## config.mk

```make
export PLATFORM = sky130hd
export DESIGN_NAME = mux2x1_arbiter
export DESIGN_NICKNAME = d
export VERILOG_FILES = /design/src/rtl/mux2x1_arbiter.sv
export SDC_FILE = /design/constraint.sdc
export NUM_CORES = 1
export LEC_CHECK = 0
export ABC_AREA = 1
export ABC_CLOCK_PERIOD_IN_PS = 2300
export CAP_MARGIN = 20
export CORE_MARGIN = 2
export CORE_UTILIZATION = 30
export DETAILED_ROUTE_END_ITERATION = 16
export SLEW_MARGIN = 15
export SYNTH_ARGS = -nofsm -noshare
export SYNTH_HDL_FRONTEND = slang
export SYNTH_SLANG_ARGS = --single-unit
export TNS_END_PERCENT = 5
```

## constraint.sdc

```tcl
create_clock -name clk -period 2.3 [get_ports clk]
set_input_delay 0.46 -clock clk [delete_from_list [all_inputs] [get_ports clk]]
set_output_delay 0.46 -clock clk [all_outputs]
set_load 0.05 [all_outputs]
```

## src/rtl/mux2x1_arbiter.sv

```systemverilog
// rtl/mux2x1_arbiter.sv - round-robin arbiter driving a registered 2:1 data mux
module mux2x1_arbiter #(
  parameter int WIDTH     = 8,
  parameter int MAX_BURST = 4
) (
  input  logic             clk,
  input  logic             rst,
  input  logic             req0,
  input  logic             req1,
  input  logic [WIDTH-1:0] din0,
  input  logic [WIDTH-1:0] din1,
  output logic             gnt0,
  output logic             gnt1,
  output logic             sel,
  output logic [WIDTH-1:0] dout,
  output logic             dout_vld,
  output logic             busy
);

  localparam int CW = $clog2(MAX_BURST + 1);

  typedef enum logic [1:0] {
    IDLE   = 2'd0,
    GRANT0 = 2'd1,
    GRANT1 = 2'd2
  } state_t;

  state_t          state;
  logic [CW-1:0]   cnt;
  logic            last;

  logic             own_side;
  logic             own_req;
  logic             oth_req;
  logic [WIDTH-1:0] own_din;
  logic [CW-1:0]    cnt_inc;
  logic             burst_done;

  // Fold the two grant states onto "owner" and "other" so both sides share one path
  always_comb begin
    own_side   = 1'b0;
    own_req    = req0;
    oth_req    = req1;
    own_din    = din0;
    if (state == GRANT1) begin
      own_side = 1'b1;
      own_req  = req1;
      oth_req  = req0;
      own_din  = din1;
    end
    cnt_inc    = cnt + 1'b1;
    burst_done = own_req && (cnt_inc == CW'(MAX_BURST));
  end

  // Arbitration state, beat counting and all registered outputs
  always_ff @(posedge clk or posedge rst) begin
    if (rst) begin
      state    <= IDLE;
      gnt0     <= 1'b0;
      gnt1     <= 1'b0;
      sel      <= 1'b0;
      dout     <= '0;
      dout_vld <= 1'b0;
      busy     <= 1'b0;
      cnt      <= '0;
      last     <= 1'b1;
    end else begin
      case (state)
        IDLE: begin
          dout_vld <= 1'b0;
          cnt      <= '0;
          // On a tie the side that was not served last wins
          if (req0 && (!req1 || last)) begin
            state <= GRANT0;
            gnt0  <= 1'b1;
            gnt1  <= 1'b0;
            sel   <= 1'b0;
            busy  <= 1'b1;
          end else if (req1) begin
            state <= GRANT1;
            gnt0  <= 1'b0;
            gnt1  <= 1'b1;
            sel   <= 1'b1;
            busy  <= 1'b1;
          end
        end
        GRANT0, GRANT1: begin
          if (own_req) begin
            dout     <= own_din;
            dout_vld <= 1'b1;
            cnt      <= cnt_inc;
          end else begin
            dout_vld <= 1'b0;
          end
          // Release on a dropped request or on the burst-limit beat
          if (!own_req || burst_done) begin
            last <= own_side;
            cnt  <= '0;
            if (oth_req) begin
              state <= own_side ? GRANT0 : GRANT1;
              gnt0  <= own_side;
              gnt1  <= !own_side;
              sel   <= !own_side;
              busy  <= 1'b1;
            end else if (own_req) begin
              state <= own_side ? GRANT1 : GRANT0;
              gnt0  <= !own_side;
              gnt1  <= own_side;
              sel   <= own_side;
              busy  <= 1'b1;
            end else begin
              state <= IDLE;
              gnt0  <= 1'b0;
              gnt1  <= 1'b0;
              busy  <= 1'b0;
            end
          end
        end
        default: begin
          state <= IDLE;
          gnt0  <= 1'b0;
          gnt1  <= 1'b0;
          busy  <= 1'b0;
        end
      endcase
    end
  end

endmodule

```

# ---- After elaboration in Yosys (flattened, before gate mapping)
# Index checks and enable logic that the tools add are counted.
dict set report op_classes {
  addsub 1
  mul 0
  div_mod_pow 0
  magnitude_cmp 0
  eq_ne 7
  shift 0
  mux 37
  bitwise 0
  reduce_logical 15
}
# operator count
set ops {}
lappend ops {{2-to-1 mux 1 bit} 20}
lappend ops {{2-to-1 mux 2 bit} 7}
lappend ops {{case mux 1 bit (2 select lines)} 5}
lappend ops {{inequality test 3 bit (second input constant)} 3}
lappend ops {{2-to-1 mux 8 bit} 1}
lappend ops {{AND reduction 2 bit} 4}
lappend ops {{2-to-1 mux 3 bit} 2}
lappend ops {{case mux 3 bit (2 select lines)} 1}
lappend ops {{case mux 2 bit (2 select lines)} 1}
lappend ops {{AND reduction 4 bit} 1}
lappend ops {{adder 3 x 1 -> 3 bit (second input constant)} 1}
lappend ops {{equality test 3 bit (second input constant)} 1}
lappend ops {{logical NOT 1 bit} 3}
lappend ops {{equality test 2 x 1 -> 1 bit (second input constant)} 1}
lappend ops {{equality test 2 bit (second input constant)} 1}
lappend ops {{logical AND 1 bit} 2}
lappend ops {{logical NOT 2 bit} 1}
lappend ops {{logical OR 1 bit} 2}
lappend ops {{inequality test 2 bit (second input constant)} 1}
lappend ops {{nonzero test 2 bit} 1}
lappend ops {{OR reduction 2 bit} 1}
dict set report word_totals {
  ff_bits 19
  latchBits 0
  mem_bits_rw 0
  mem_bits_ro 0
  input_bits 20
  output_inout_bits 13
  elab_cells 69
  n_memories 0
}

# ---- Depth between registers and ports, before layout
dict set report depth {
  word_depth 7
  depth_mapped 10
  depth_no_buf 10
}

# ---- Worst setup path after synthesis
# OpenSTA, ideal clock, no wires.
dict set report synth_path {
  path_type {register to register}
  from {register state[0]}
  to {register dout[4]}
  setup_ns 0.081
  arrival_ns 1.746
  required_time_ns 2.219
  path_slack_ns 0.472
  stages_incl_launch_ff 8
  n_path_buf 1
  period_less_slack_ns 1.828
  path_cell_list {dfrtp_1 -> inv_1 -> ha_1 -> inv_1 -> nor2_8 -> buf_8 -> nor2_2 -> a31oi_2}
}
dict set report synth_via {
  elab_chain_len 3
  word_cells_on_any_way 6
  classes_between {2 x eq/ne; 2 x mux; 2 x reduce/logical}
}
# item line
set synth_rtl {}
lappend synth_rtl {{start: declaration} 28} ;# state_t state;
lappend synth_rtl {{start signal: assignment} 100} ;# state <= own_side ? GRANT0 : GRANT1;
lappend synth_rtl {{start signal: assignment} 106} ;# state <= own_side ? GRANT1 : GRANT0;
lappend synth_rtl {{equality test 2 bit or equality test 2 x 1 -> 1 bit (tied branches)} {45, 68}}
lappend synth_rtl {{2-to-1 mux 1 bit or OR reduction 2 bit (tied branches)} {45, 68}}
lappend synth_rtl {{AND reduction 2 bit (no line)} -}
lappend synth_rtl {{end signal: assignment} 89} ;# dout <= own_din;
lappend synth_rtl {{end: declaration} 15} ;# output logic [WIDTH-1:0] dout,
# Several ways; a longest one is shown, not always the timed one.
# A chain may end at the register's enable or synchronous reset.

# ---- Worst setup path in the final report
dict set report layout_path {
  from {register gnt1}
  to {output port gnt1}
}
# item line
set layout_lines {}
lappend layout_lines {{start: declaration} 13} ;# output logic gnt1,
lappend layout_lines {{start signal: assignment} 102} ;# gnt1 <= !own_side;
lappend layout_lines {{start signal: assignment} 108} ;# gnt1 <= own_side;
# No word-level cell between the ends.

==> impl_metrics.tcl <==
set metrics [dict create \
    fillers 339 \
    path_delay_family "buffers and inverters" \
    worst_slack_ns 0.266 \
    path_class "register to primary output" \
    finalHoldViolCount 0 \
    cts_buffer_depth 2 \
    drc 0 \
    ios 33 \
    synth_area_mm2 0.00102 \
    synth_nets 155 \
    min_from "dout_vld" \
    cts_hold_buf 0 \
    cpMaxStageDelayCell "clkdlybuf4s50_1" \
    final_nets 191 \
    whs_ns 0.487 \
    rsz0062_at_grt "no" \
    finalCritPeriodShare 0.884 \
    dpl.hpwl_um 1750 \
    postRouteAntennaNets 0 \
    synth_edf_count 0 \
    synth_cell_types 22 \
    insertion_delay_ns 0.28 \
    finalCriticalPeriod_ns 2.03 \
    grt_pass1_wl_um 4000 \
    gr-usage-met1 0.153 \
    dr.first_iter.drc_count 29 \
    synth_cells 129 \
    critPathLaunch "gnt1" \
    via_per_inst 4.49 \
    status "completed" \
    place_congestion 0.858 \
    row_count 21 \
    power.density_mw_per_mm2 1500 \
    timing.critical_path.fanout_max 6 \
    cts_sinks 17 \
    grt_pass1_vias 956 \
    r2r_start "gnt1" \
    slew_viol_final 0 \
    grt_util_met3 0.0417 \
    grt_max_degree 20 \
    fp.dieH_um 62.2 \
    syn_area_per_cell_um2 7.88 \
    busiest_layer "met2" \
    wirelength_um 2220 \
    grt_util_met2 0.213 \
    worstPathArrival_ns 1.57 \
    crit_buf_inv 1 \
    tightest_slew_ns 0.635 \
    leakage_uw 0.000644 \
    yosysTopAreaCellShare 0.394 \
    required_ns 1.84 \
    endpoint_kind "primary output" \
    fmax_mhz 492 \
    yosysWarnings 0 \
    slew_headroom 0.576 \
    max-cap-violations 0 \
    start_util 0.309 \
    ctsResizeCount 0 \
    yosysMostFrequentCell "nand2_1" \
    synth_top_cells_by_area "dfrtp_1 (39%), nand2_1 (16%), ha_1 (7.4%)" \
    cts.clk_slew.worst_paths_ns 0.09 \
    portBuffers 32 \
    finalSetupTns_ns 0 \
    path_cells "clkdlybuf4s50_1" \
    die_w_um 62.2 \
    n_antenna_cell 0 \
    async_reset_ff_frac 1.00 \
    setup_violations 0 \
    post_drt_wl_per_cell_um 10.5 \
    peakVddDrop_v 0.000540 \
    place_ws_ns 0.329 \
    antenna_found_initial 0 \
    fp.dieArea_mm2 0.00387 \
    cts_tree "yes" \
    grt_use_total 0.123 \
    route.vias.total 942 \
    fin_skew_ns 0.00205 \
    core-area_mm2 0.00328 \
    synth_seq_cells 17 \
    slowest_delay_ns 0.84 \
    yosysTopAreaCell "dfrtp_1" \
    syn2layout_area_growth_pct 38.8 \
    drive_gt1_frac 0.104 \
    h-tree-depth 1 \
    hold_path.class "register to register" \
    root_buffer "clkbuf_4" \
    synth_flop_cell "dfrtp_1" \
    grt_overflow 0 \
    cts_inserted_buffers 3 \
    drt_first_pass_iters 4 \
    ys_top_cells_by_count "nand2_1 (44), dfrtp_1 (16), nor2_1 (12), inv_1 (10)" \
    yosysSeqAreaShare 0.420 \
    cp-start-kind "register" \
    cts_setup_buffers 0 \
]
==> worst paths after layout <==
kind	end	cells after the start	slack (ns)
hold / removal	dout_vld	2	0.49
max in group asynchronous	dout[7]	2	1.35
setup reg to reg	state[0]	8	0.57
min in group asynchronous	dout[1]	2	0.54
setup / recovery	gnt1	1	0.27
hold reg to reg	dout_vld	2	0.49
==> report_power, final <==
group	total (µW)	leakage, µW	internal [µW]	switching [µW]
logic	1420	0.000427	494	926
registers	535	0.000202	442	93.8
clock network	157	0.0000150	67.4	89.7
==> worst reg2reg max path, stage by stage, from the launching register on <==
cell and delay (ns):
dfrtp_1 0.45, inv_1 0.07, ha_1 0.34, inv_1 0.14, nor2_8 0.29, nand2_2 0.13
o21ai_2 0.10, nand2_1 0.08, nand2_1 0.07
==> sequential cells by signal (all words and copies together), names as in the netlist <==
name      flops
dout          8
cnt           3
busy          1
dout_vld      1
gnt1          1
last          1
sel           1
state         1
==> stage by stage <==
stage,cells,total power [µW],util,instance area (µm²)
2_1_floorplan,129,1590,-,1020
3_3_place_gp,206,1950,0.421,1380
3_5_place_dp,206,1970,0.421,1380
4_1_cts,210,2130,0.429,1410
5_1_grt,210,2300,0.429,1410
6_report,210,2110,0.429,1410
==> routing by layer <==
layer / vias up / routed length, µm
li1: 487 / -
met1: 426 / 1010
met2: 29 / 1080
met3: 0 / 123
met4: 0 / 0
met5: - / 0
==> logic make-up after synthesis <==
| family | synth area share |
|---|---|
| simple gates | 0.309 |
| fa+ha+maj | 0.0739 |
| compound gates | 0.128 |
| buf+inv | 0.0690 |
| flops | 0.420 |
==> cell type report <==
cell class / count / area (µm²) / area share
multi-input combinational: 97 / 519 / 0.368
sequential: 17 / 427 / 0.303
timing repair buffer: 34 / 335 / 0.238
tap: 46 / 57.6 / 0.0408
inverter: 12 / 45.0 / 0.0319
clock buffer: 4 / 26.3 / 0.0186
==> cells in the final DEF (no fill, tap or decap) <==
cell	netlist	layout
o21ai_2	1	1
o22ai_1	1	1
nand3b_1	1	1
a31oi_1	6	6
nor2_2	2	2
o21ai_0	8	8
nand2_1	44	44
buf_4	0	2
o21a_1	1	1
a31oi_2	2	2
clkdlybuf4s50_1	0	32
inv_2	2	2
clkbuf_1	0	1
ha_1	6	6
clkbuf_4	0	3
a21oi_1	1	1
nor2_8	1	1
inv_1	10	10
nor2_1	12	12
dfrtp_1	16	16
nand2_4	1	1
nand2_2	2	2
dfstp_2	1	1
nand3_1	8	8
(Power assumes the default switching activity.)
